==> src/rtl/imem_loader.sv <==
// Streams a big-endian byte program into instruction memory, one 32-bit word per WRITE cycle,
// and holds the CPU pipeline frozen until the whole image has been written.
module imem_loader #(
  parameter int unsigned MEM_BYTES = 256
) (
  input  logic        clk,
  input  logic        rst,
  input  logic        start,
  input  logic [7:0]  word_count,
  input  logic        in_valid,
  input  logic [7:0]  in_data,
  output logic        in_ready,
  output logic        mem_we,
  output logic [31:0] mem_addr,
  output logic [31:0] mem_wdata,
  output logic        cpu_hold,
  output logic        busy,
  output logic        done,
  output logic        err,
  output logic [7:0]  checksum
);

  typedef enum logic [2:0] {
    S_IDLE,
    S_RECV,
    S_WRITE,
    S_DONE,
    S_ERR
  } state_e;

  state_e      state_q, state_d;
  logic [7:0]  word_cnt_q, word_cnt_d;
  logic [7:0]  word_idx_q, word_idx_d;
  logic [1:0]  byte_idx_q, byte_idx_d;
  logic [23:0] shift_q, shift_d;
  logic [7:0]  csum_q, csum_d;
  logic [31:0] addr_q, addr_d;
  logic [31:0] wdata_q, wdata_d;

  logic [31:0] req_bytes;
  logic        req_bad;

  assign req_bytes = {22'd0, word_count, 2'b00};
  assign req_bad   = (word_count == 8'd0) || (req_bytes > 32'(MEM_BYTES));

  // NOTE: every _d gets its hold value first so no path through the case leaves
  // a signal unassigned, which would otherwise infer a latch.
  always_comb begin
    state_d    = state_q;
    word_cnt_d = word_cnt_q;
    word_idx_d = word_idx_q;
    byte_idx_d = byte_idx_q;
    shift_d    = shift_q;
    csum_d     = csum_q;
    addr_d     = addr_q;
    wdata_d    = wdata_q;

    case (state_q)
      S_IDLE, S_DONE, S_ERR: begin
        if (start) begin
          if (req_bad) begin
            state_d = S_ERR;
          end else begin
            state_d    = S_RECV;
            word_cnt_d = word_count;
            word_idx_d = 8'd0;
            byte_idx_d = 2'd0;
            csum_d     = 8'd0;
          end
        end
      end

      S_RECV: begin
        if (in_valid) begin
          csum_d     = csum_q + in_data;
          byte_idx_d = byte_idx_q + 2'd1;
          shift_d    = {shift_q[15:0], in_data};
          // The fourth byte completes the word; address and data are registered
          // here so they are stable during WRITE and hold afterwards.
          if (byte_idx_q == 2'd3) begin
            state_d = S_WRITE;
            addr_d  = {22'd0, word_idx_q, 2'b00};
            wdata_d = {shift_q, in_data};
          end
        end
      end

      S_WRITE: begin
        if (word_idx_q + 8'd1 == word_cnt_q) begin
          state_d = S_DONE;
        end else begin
          word_idx_d = word_idx_q + 8'd1;
          state_d    = S_RECV;
        end
      end

      default: state_d = S_IDLE;
    endcase
  end

  // NOTE: state registers use non-blocking assignments so every flop samples
  // the pre-edge values of the others, independent of statement order.
  always_ff @(posedge clk) begin
    if (rst) begin
      state_q    <= S_IDLE;
      word_cnt_q <= 8'd0;
      word_idx_q <= 8'd0;
      byte_idx_q <= 2'd0;
      shift_q    <= 24'd0;
      csum_q     <= 8'd0;
      addr_q     <= 32'd0;
      wdata_q    <= 32'd0;
    end else begin
      state_q    <= state_d;
      word_cnt_q <= word_cnt_d;
      word_idx_q <= word_idx_d;
      byte_idx_q <= byte_idx_d;
      shift_q    <= shift_d;
      csum_q     <= csum_d;
      addr_q     <= addr_d;
      wdata_q    <= wdata_d;
    end
  end

  assign in_ready  = (state_q == S_RECV);
  assign mem_we    = (state_q == S_WRITE);
  assign mem_addr  = addr_q;
  assign mem_wdata = wdata_q;
  assign busy      = (state_q == S_RECV) || (state_q == S_WRITE);
  assign done      = (state_q == S_DONE);
  assign err       = (state_q == S_ERR);
  assign cpu_hold  = (state_q != S_DONE);
  assign checksum  = csum_q;

endmodule

==> config.mk <==
export PLATFORM = sky130hd
export DESIGN_NAME = imem_loader
export DESIGN_NICKNAME = d
export VERILOG_FILES = /design/src/rtl/imem_loader.sv
export SDC_FILE = /design/constraint.sdc
export NUM_CORES = 1
export LEC_CHECK = 0
export ABC_AREA = 1
export CAP_MARGIN = 20
export CELL_PAD_IN_SITES_DETAIL_PLACEMENT = 0
export CELL_PAD_IN_SITES_GLOBAL_PLACEMENT = 2
export CORE_MARGIN = 5
export CORE_UTILIZATION = 30
export CTS_CLUSTER_DIAMETER = 200
export DETAILED_ROUTE_END_ITERATION = 7
export HOLD_SLACK_MARGIN = 0.08
export MAX_ROUTING_LAYER = met4
export PLACE_DENSITY_LB_ADDON = 0.1
export SLEW_MARGIN = 10
export SYNTH_ARGS = -nofsm -noshare
export SYNTH_HDL_FRONTEND = slang
export SYNTH_SLANG_ARGS = --single-unit
==> constraint.sdc <==
create_clock -name clk -period 5.25 [get_ports clk]
set_input_delay 1.3125 -clock clk [delete_from_list [all_inputs] [get_ports clk]]
set_output_delay 1.3125 -clock clk [all_outputs]
set_load 0.01 [all_outputs]
==> impl_results.md <==
- Sink Count: 93
- Final hold vios: 0
- Post-synth top flop: dfxtp_1
- Via count: 3823
- Die height: 130 um
- Critical path class: flop to output port
- Required time of the worst setup path: 3.94 ns
- Initial antenna violation count: 0
- Slew @ Worst Pin: 0.698 ns
- Max-slew violation count: 0
- CTS buffer count: 9
- Start point of the critical path: state_q[1]
- Worst slew margin: 53.4%
- Maxcap violations: 0
- Peak supply drop: 0.147 mV
- Avg WL per Cell: 13.7 um
- Post-synth EDFFs: 0
- Global route overflow: 0
- Commonest non-fill, non-tap cells in the layout: 105 x nand2_1, 93 x dfxtp_1, 78 x a21oi_1, 72 x clkdlybuf4s50_1, 68 x nand3_1
- Setup ws final: 2.11 ns
- Crit Path Max Fanout: 11
- CTS tree: yes
- Status: finished, final reports clean
- CP max stage delay: 0.54 ns
- PnR Total Power: 1.81 mW
- Tcrit/Tclk final: 59.9%
- Crit path cell chain: inv_2, nor3_1, buf_4, inv_1, nand2_1, clkdlybuf4s50_1
- CTS Root Cell: clkbuf_16
- WHS: 0.457 ns
- Final setup viols: 0
- Layout Skew: 0.00874 ns
- Pleak: 2.02 nW
- RePlAce Congestion: 0.793
- Type of origin of the critical path: flop
- Hold Crit Class: flop to flop
- Min-delay src: word_cnt_q[0]
- FP Rows: 44
- Reg clk slew, reported paths: 0.06 ns
- # diodes: 0
- Post-CTS Setup Bufs: 0
- PostCTS Resize Cnt: 0
- Clk_lat worst skew: 0.34 ns
- Pwr dens: 334 mW/mm2
- Drt initial violations: 158
- Post-Route WL: 11.5 mm
- Drt first pass iters: 4
- Dpl ws: 1.79 ns
- FFs w/ async S/R, synth: 0%
- Via-to-Cell Ratio: 4.57
- Synth unique cells: 31
- Min cycle time layout: 3.14 ns
- FMAX: 318 MHz
- Area grow syn2layout: 24.9%
- Mapped Cells: 591
- Syn Area/Cell: 7.33 um2
- Synthesized area: 0.00433 mm2
- Post-route insts no fill: 837
- Vias in the first global route: 3611
- Pin count of the biggest net entering global routing: 70
- Remaining antenna violation count: 0
- HPWL after DPL: 7.99 mm
- H-Tree Depth: 3
- Die Span X: 130 um
- CTS Hold Bufs: 0
- Die area: 0.0169 mm2
- Worst EP arrival: 1.83 ns
- CTS max path bufs: 2
- YS warnings: 0
- #FFs+latches synth: 93
- Commonest non-fill, non-tap cell in the layout: nand2_1
- Worst setup EP type: output port
- Setup TNS: 0 ns
- Reg-to-Reg Start: state_q[0]
- First-pass GRT wire length: 18.6 mm
- Inst Count DP: 822
- Layout cell share with drive strength beyond 1: 7.35%
- Nets: 679
- Seq/Total Area, Yosys: 43.0%
- Slowest cell on the critical path: clkdlybuf4s50_1
- # DRC: 0
- RSZ-0062 raised after global routing: no
- GRT Overall Usage: 14.2%
- I/O pins: 98
- Starting density of the core: 30.1%
- Core area: 0.0144 mm2
- # port buffers: 73
==> worst max-delay path, delay by kind of cell (launching register included) <==
| family | cells | cell delay, ns |
|---|---|---|
| buffers and inverters | 4 | 0.91 |
| flip-flops | 1 | 0.39 |
| AND/OR/NAND/NOR | 2 | 0.20 |
==> state kept, by name, summed over array words and instances, names as in the netlist <==
register    cells
mem_wdata      32
shift_q        24
checksum        8
mem_addr        8
word_cnt_q      8
word_idx_q      8
state_q         3
byte_idx_q      2
==> cell families after synthesis <==
group	after synthesis	share of synthesized area, %
xor+xnor	5	1.01
fa+ha+maj	10	3.06
flops	93	43.0
simple gates	259	26.6
compound gates	120	14.5
buf+inv	103	11.7
other cells	1	0.0866
==> worst paths after layout <==
check                   to  slack [ns]  cells after the start
max                   busy        2.11                      6
min          word_cnt_q[0]        0.46                      2
max reg2reg  mem_wdata[28]        2.85                     10
min reg2reg  word_cnt_q[0]        0.46                      2
==> synth_stat cells, types with 2 or more instances <==
cell type    n  share of area, %
nor2_4       2              0.52
nand2_1    105               9.1
a211oi_1     9               1.6
or2_2        2              0.29
nand3_1     68               7.9
nor2_1      64               5.5
o21ai_0     30               3.5
nand3_2      4              0.92
nand2_2      6              0.87
buf_4       28               4.9
buf_2        7              0.81
nor2_2       4              0.58
clkbuf_1    20               1.7
xnor2_1      4              0.81
a21oi_1     78               9.0
inv_1       41               3.6
dfxtp_1     93                43
inv_2        5              0.43
ha_1         9               2.6
==> area by class of cell <==
class / count / area (um2)
sequential: 93 / 1860
inverter: 47 / 176
clock buffer: 10 / 229
tap: 184 / 230
timing repair buffer: 80 / 778
multi-input combinational: 418 / 2050
clock inverter: 5 / 86.3
fill: 1530 / 8960
==> power by group <==
group	internal (mW)	leakage, nW	switching, mW
sequential	0.747	0.753	0.0436
clock	0.417	0.153	0.280
combinational	0.125	1.12	0.193
==> per-stage QoR <==
stage	utilization (%)	area [um2]
3_3_place_gp	35.4	5090
6_report	37.6	5410
3_5_place_dp	35.4	5090
5_1_grt	37.6	5410
2_1_floorplan	-	4420
4_1_cts	37.6	5410
==> metal layers <==
metal  track usage (%)  up-vias  wire length (um)
met3              3.56        6               526
li1                  -     2012                 -
met4              3.30        0                98
met2              21.5       82              5250
met1              19.1     1723              5600
met5                 -        -                 0
Power figures use the tool's default switching activity.
